[config.mk]
export PLATFORM = sky130hd
export DESIGN_NAME = debounce_array
export DESIGN_NICKNAME = d
export VERILOG_FILES = /design/src/rtl/debounce_pkg.sv /design/src/rtl/debounce_chan.sv /design/src/rtl/debounce_array.sv
export SDC_FILE = /design/constraint.sdc
export NUM_CORES = 1
export LEC_CHECK = 0
export ABC_AREA = 1
export BUFFER_PORTS_ARGS = -buffer_cell sky130_fd_sc_hd__buf_4
export CORE_MARGIN = 2
export CORE_UTILIZATION = 45
export CTS_CLUSTER_SIZE = 8
export DETAILED_ROUTE_END_ITERATION = 10
export GPL_TIMING_DRIVEN = 0
export MAX_ROUTING_LAYER = met4
export PLACE_DENSITY_LB_ADDON = 0.2
export SLEW_MARGIN = 20
export SYNTH_ARGS = -nofsm -noshare
export SYNTH_HDL_FRONTEND = slang
export SYNTH_HIERARCHICAL = 1
export SYNTH_SLANG_ARGS = --single-unit
[constraint.sdc]
create_clock -name clk_in -period 2.75 [get_ports clk_in]
set_input_delay 0.4125 -clock clk_in [delete_from_list [all_inputs] [get_ports clk_in]]
set_output_delay 0.4125 -clock clk_in [all_outputs]
set_load 0.02 [all_outputs]
[src/rtl/debounce_pkg.sv]
// Shared defaults and limits for the pushbutton debouncer array.
package debounce_pkg;

  localparam int DEF_NUM_CH     = 4;
  localparam int DEF_TICK_DIV   = 250000;
  localparam int DEF_STABLE_CNT = 3;
  localparam int DEF_HOLD_TICKS = 400;
  localparam int MAX_STABLE_CNT = 15;
  localparam int MAX_NUM_CH     = 32;

endpackage

[src/rtl/debounce_chan.sv]
// One debounced channel: 2-flop synchronizer, stability counter, edge pulses
// and long-press detection, all advancing only on the shared sample tick.
module debounce_chan
  import debounce_pkg::*;
#(
  parameter int STABLE_CNT = DEF_STABLE_CNT,
  parameter int HOLD_TICKS = DEF_HOLD_TICKS
) (
  input  logic clk_in,
  input  logic rst_n,
  input  logic tick,
  input  logic pb_raw,
  output logic level,
  output logic press,
  output logic rel,
  output logic hold
);

  localparam int DW = $clog2(STABLE_CNT + 1);
  localparam int HW = $clog2(HOLD_TICKS + 1);

  logic          sync1_q, sync2_q;
  logic [DW-1:0] diff_q, diff_d;
  logic [HW-1:0] hold_cnt_q, hold_cnt_d;
  logic          level_q, level_d;
  logic          press_q, press_d;
  logic          rel_q, rel_d;
  logic          hold_q, hold_d;

  always_comb begin
    diff_d  = diff_q;
    level_d = level_q;
    press_d = 1'b0;
    rel_d   = 1'b0;
    if (tick) begin
      if (sync2_q != level_q) begin
        if (diff_q + DW'(1) == DW'(STABLE_CNT)) begin
          level_d = ~level_q;
          diff_d  = '0;
          press_d = ~level_q;
          rel_d   = level_q;
        end else begin
          diff_d = diff_q + DW'(1);
        end
      end else begin
        diff_d = '0;
      end
    end
  end

  // Hold counting keys off the registered level, so the accepting tick never counts.
  always_comb begin
    hold_cnt_d = hold_cnt_q;
    hold_d     = 1'b0;
    if (!level_q) begin
      hold_cnt_d = '0;
    end else if (tick && hold_cnt_q != HW'(HOLD_TICKS)) begin
      hold_cnt_d = hold_cnt_q + HW'(1);
      hold_d     = (hold_cnt_q == HW'(HOLD_TICKS - 1));
    end
  end

  always_ff @(posedge clk_in or negedge rst_n) begin
    if (!rst_n) begin
      sync1_q    <= 1'b0;
      sync2_q    <= 1'b0;
      diff_q     <= '0;
      hold_cnt_q <= '0;
      level_q    <= 1'b0;
      press_q    <= 1'b0;
      rel_q      <= 1'b0;
      hold_q     <= 1'b0;
    end else begin
      sync1_q    <= pb_raw;
      sync2_q    <= sync1_q;
      diff_q     <= diff_d;
      hold_cnt_q <= hold_cnt_d;
      level_q    <= level_d;
      press_q    <= press_d;
      rel_q      <= rel_d;
      hold_q     <= hold_d;
    end
  end

  assign level = level_q;
  assign press = press_q;
  assign rel   = rel_q;
  assign hold  = hold_q;

endmodule

[src/rtl/debounce_array.sv]
// Array of independent pushbutton debouncers sharing one sample-tick generator.
module debounce_array
  import debounce_pkg::*;
#(
  parameter int NUM_CH     = DEF_NUM_CH,
  parameter int TICK_DIV   = DEF_TICK_DIV,
  parameter int STABLE_CNT = DEF_STABLE_CNT,
  parameter int HOLD_TICKS = DEF_HOLD_TICKS
) (
  input  logic              clk_in,
  input  logic              rst_n,
  input  logic [NUM_CH-1:0] pb_in,
  output logic [NUM_CH-1:0] level_out,
  output logic [NUM_CH-1:0] press_pulse,
  output logic [NUM_CH-1:0] release_pulse,
  output logic [NUM_CH-1:0] hold_pulse,
  output logic              tick_out
);

  localparam int TW = $clog2(TICK_DIV);

  logic [TW-1:0] tick_cnt_q, tick_cnt_d;
  logic          tick;

  assign tick = (tick_cnt_q == TW'(TICK_DIV - 1));

  always_comb begin
    tick_cnt_d = tick ? '0 : tick_cnt_q + TW'(1);
  end

  always_ff @(posedge clk_in or negedge rst_n) begin
    if (!rst_n) tick_cnt_q <= '0;
    else        tick_cnt_q <= tick_cnt_d;
  end

  assign tick_out = tick;

  for (genvar i = 0; i < NUM_CH; i++) begin : g_chan
    debounce_chan #(
      .STABLE_CNT (STABLE_CNT),
      .HOLD_TICKS (HOLD_TICKS)
    ) u_chan (
      .clk_in (clk_in),
      .rst_n  (rst_n),
      .tick   (tick),
      .pb_raw (pb_in[i]),
      .level  (level_out[i]),
      .press  (press_pulse[i]),
      .rel    (release_pulse[i]),
      .hold   (hold_pulse[i])
    );
  end

endmodule

* Word level (Yosys, flattened, before mapping)
Index checks and enable logic that the tools add are counted.
Cells by class: add/sub/neg operators 9, equality and inequality tests 21, multiplexer cells 49, bitwise operators 4, reduce and logical (&&, ||, !) cells 8
Operator list (number):
- two-way mux 9 bit | 8
- adder 9 x 1 -> 9 bit (second input constant) | 4
- == test 9 bit (second input constant) | 4
- inequality test 9 bit (second input constant) | 4
- two-way mux 1 bit | 32
- adder 18 x 1 -> 18 bit (second input constant) | 1
- == test 18 bit (second input constant) | 1
- two-way mux 18 bit | 1
- two-way mux 2 bit | 8
- AND reduction 3 bit | 4
- adder 2 x 1 -> 2 bit (second input constant) | 4
- == test 2 bit (second input constant) | 4
- inequality test 2 bit (second input constant) | 4
- logical AND 1 bit | 4
- inequality test 1 bit | 4
- NOT 1 bit | 4
Storage, ports and cells: bits in registers 86, bits of input ports 6, output and inout port bits 17, word-level logic and storage cells 124

* Depth between registers and ports, before layout
word-level depth 5, mapped depth 9, gate-level depth less buffers 9

* By module
The synthesis kept the hierarchy.
By module, submodules not included:
- debounce_chan | instances 4, cells each 121, area an instance 917.1 µm², seq. area each 425.4 µm²
- debounce_array | instances 1, cells each 145, area an instance 1066.0 µm², seq. area each 450.4 µm²

* Worst setup path before layout
Ideal clock, no wire load.
kind register to register, start point reg tick_cnt_q[0], end point reg g_chan[0].u_chan.level_q, library setup time 0.127 ns, arrival 1.760 ns, required time 2.623 ns, setup slack 0.863 ns, stages on the path, launching flop included 10, path buffers 0, clock period less this slack 1.887 ns, cell sequence dfrtp_1 > ha_1 > nand2_1 > nor2_4 > nand3_1 > inv_1 > nand2_1 > nor2_1 > nand3_1 > xor2_1
On the way: cells in the longest elaborated chain, start to end 2
Ends and longest elaborated chain:
- start, declared | line debounce_array.sv:22 | logic [TW-1:0] tick_cnt_q, tick_cnt_d;
- start signal, assigned | line debounce_array.sv:33 | else tick_cnt_q <= tick_cnt_d;
- == test 18 bit | line debounce_array.sv:25 | assign tick = (tick_cnt_q == TW'(TICK_DIV - 1));
- named net tick_out | line debounce_array.sv:17 | output logic tick_out
- AND reduction 3 bit (no line)
- end signal, assigned | line debounce_chan.sv:78 | level_q <= level_d;
- end, declared | line debounce_chan.sv:25 | logic level_q, level_d;
The timed path passes the listed nets, and every way through them passes these cells. A chain may end at the register's enable or synchronous reset.

* Worst setup path after layout
start point reg tick_cnt_q[8], end point out tick_out
On the way: cells in the longest elaborated chain, start to end 1
Ends and longest elaborated chain (line):
- == test 18 bit | debounce_array.sv:25
- end, declared | debounce_array.sv:17
No other way between the ends.

==> reports/qor.csv <==
metric,value,unit
status,"finished, final reports clean",
arrival,2.15,ns
grt_pass1_wl,15860,µm
io_buffers,22,
antenna_cells,0,
synth_area_leaders,"dfrtp_1 (45%), nand2_1 (12%), nand3_1 (9.5%)",
path_class,reg2out,
synth_top_cell_area_share,45.45,%
wl,9062,µm
die_h,106.6,µm
synth_top_family_by_area,simple AND/OR/NAND/NOR gates,
syn_nets,644,
cts.sinks,86,
via_per_inst,4.785,
final_util,51.98,%
power,0.002465,W
fin_skew,0.007905,ns
drt_iter0_markers,128,
ant_nets,0,
grt_max_degree,87,
peakVddDrop,208.6,µV
worst_pin_slew,0.7737,ns
fp.coreArea,10280,µm²
cts_inserted_buffers,9,
rsz0062_at_grt,no,
cts_tree,done,
postCtsSetupBuffers,0,
synthCells,629,
dr_total_vias,3842,
cp-startpoint,tick_cnt_q[8]$_DFF_PN0_,
regToRegSetupSlack,0.41,ns
dp.final_hpwl,6468,µm
crit_fanout,17,
synth_area,4735,µm²
synth-seq-cells,86,
ff2ff_path_depth,9,
synth-simple-area-share,36.68,%
insertion_delay,0.36,ns
clockBufferDepth,2,
setup_viol,0,
period_needed,2.559,ns
cts.clk_slew.worst_paths,0.09,ns
power_per_cell_area,461.4,nW/µm²
wl_per_cell,11.29,µm
drc,0,
cts_hold_buf,0,
antenna_found_initial,0,
power.leakage,2.507,nW
grtUsageTotal,17.58,%
synth_warnings,6,
avgSynthCellArea,7.527,µm²
required,2.34,ns
gr-total-overflow,0,
cts-htree-levels,3,
endpoint_kind,output pin,
nets,677,
endpoint,tick_out,
synth_xor_xnor_area_share,3.885,%
fp-row-count,37,
fin_crit_sh,93.07,%
muxShareOfSynthArea,0,%
hold_viol,0,
drive_above_1_share,11.84,%
fmaxAchievable,390.7,MHz
cts_root_buffer,clkbuf_8,
maxSlewHeadroom,48.42,%
worstReg2RegEnd,g_chan[3].u_chan/level$_DFFE_PN0P_,
synth_cell_types,22,
hp-class,in2async,
design.die.area,11360,µm²
synthAdderAreaFrac,2.378,%
max_cap_violations,0,
crit_path_start_kind,flop,
ys_seq_area_share,45.45,%
r2r-start,tick_cnt_q[8]$_DFF_PN0_,
yosysTopAreaCell,dfrtp_1,
syn2layout_area_growth,12.84,%
initial_core_util,46.07,%
firstDrtPassIters,4,
gp_congestion,0.9038,
drv_slew,0,
holdWs,0.06929,ns
synth_compound_area_share,2.378,%
io_pins,23,
die_x,106.6,µm
post_cts_resize_count,0,
grt_pass1_vias,3588,
fin_setup_tns,0,ns
-- cell type report --
cell class	instances	area, µm²
clock inverter	7	145.1
clock buffer	9	123.9
inverter	75	281.5
multi-input combinational	452	2146
sequential	86	2152
tap	136	170.2
fill	995	4935
timing repair buffer	22	168.9
buffer	16	155.1
-- per-layer routing --
layer	track usage, %	up-vias	part of all wire [%]
li1	-	2020	-
met1	23.48	1751	50
met2	27.43	59	45
met3	2.492	12	3.5
met4	6.679	0	1.6
met5	-	-	0
-- per-stage QoR --
| stage | instances | area (µm²) | setup WS (ns) |
|---|---|---|---|
| final | 803 | 5343 | 0.1906 |
| after global routing | 803 | 5343 | 0.02960 |
| after CTS | 803 | 5339 | 0.1764 |
| after detailed placement | 787 | 5070 | 0.4259 |
| after global placement | 787 | 5070 | 0.4816 |
| after floorplan | 629 | 4735 | 0.8630 |
-- Yosys cell counts (all sizes together) --
master  number
nand3       90
o21bai       1
nand4        1
dfrtp       86
nand2      164
ha           9
nor2       128
and2         1
a21oi        2
inv         75
o21ai       19
buf         16
nor3        16
xnor2        1
xor2        20
-- power breakdown --
part,leakage (nW),internal (W),switching (W),total (W)
Clock,0.130,0.000700,0.000464,0.00116
Combinational,1.21,0.00000546,0.0000250,0.0000305
Sequential,1.17,0.00127,0.00000208,0.00127
Total,2.51,0.00197,0.000491,0.00247
-- worst min path at each step --
stage / start / to
after global placement: g_chan[2].u_chan/sync1_q$_DFF_PN0_ / g_chan[2].u_chan/sync2_q$_DFF_PN0_
after global routing: pb_in[0] / g_chan[0].u_chan/sync1_q$_DFF_PN0_
final: rst_n / g_chan[2].u_chan/hold_cnt_q[6]$_DFFE_PN0P_
after floorplan: rst_n / g_chan[0].u_chan/diff_q[0]$_DFFE_PN0P_
after detailed placement: g_chan[2].u_chan/sync1_q$_DFF_PN0_ / g_chan[2].u_chan/sync2_q$_DFF_PN0_
after CTS: pb_in[0] / g_chan[0].u_chan/sync1_q$_DFF_PN0_
-- layout by cell type (no fill, tap or decap), drive strengths merged, types with 2 or more instances in the layout --
master	Yosys	layout
nand2	164	164
nor2	128	128
nand3	90	90
dfrtp	86	86
inv	75	76
buf	16	38
xor2	20	20
o21ai	19	19
nor3	16	16
ha	9	9
clkbuf	0	9
bufinv	0	4
a21oi	2	2
-- cells by family after synthesis --
family | after synthesis
simple gates | 400
buf+inv | 91
flops | 86
compound gates | 22
xor+xnor | 21
fa+ha+maj | 9
-- critical path: stages, from the launching register on --
cell and delay [ns]:
dfrtp_1 0.44, nor2_1 0.12, nand3_1 0.10, nor2_1 0.17
nand3_1 0.14, inv_1 0.55, buf_4 0.26
-- flip-flops by register name (all words and copies together) (netlist names) --
signal                    flops
g_chan.u_chan/sync1_q         4
g_chan.u_chan/rel             4
g_chan.u_chan/level           4
g_chan.u_chan/press           4
tick_cnt_q                   18
g_chan.u_chan/sync2_q         4
g_chan.u_chan/hold            4
g_chan.u_chan/hold_cnt_q     36
g_chan.u_chan/diff_q          8
Note: power is estimated with default switching activity, not from simulation.
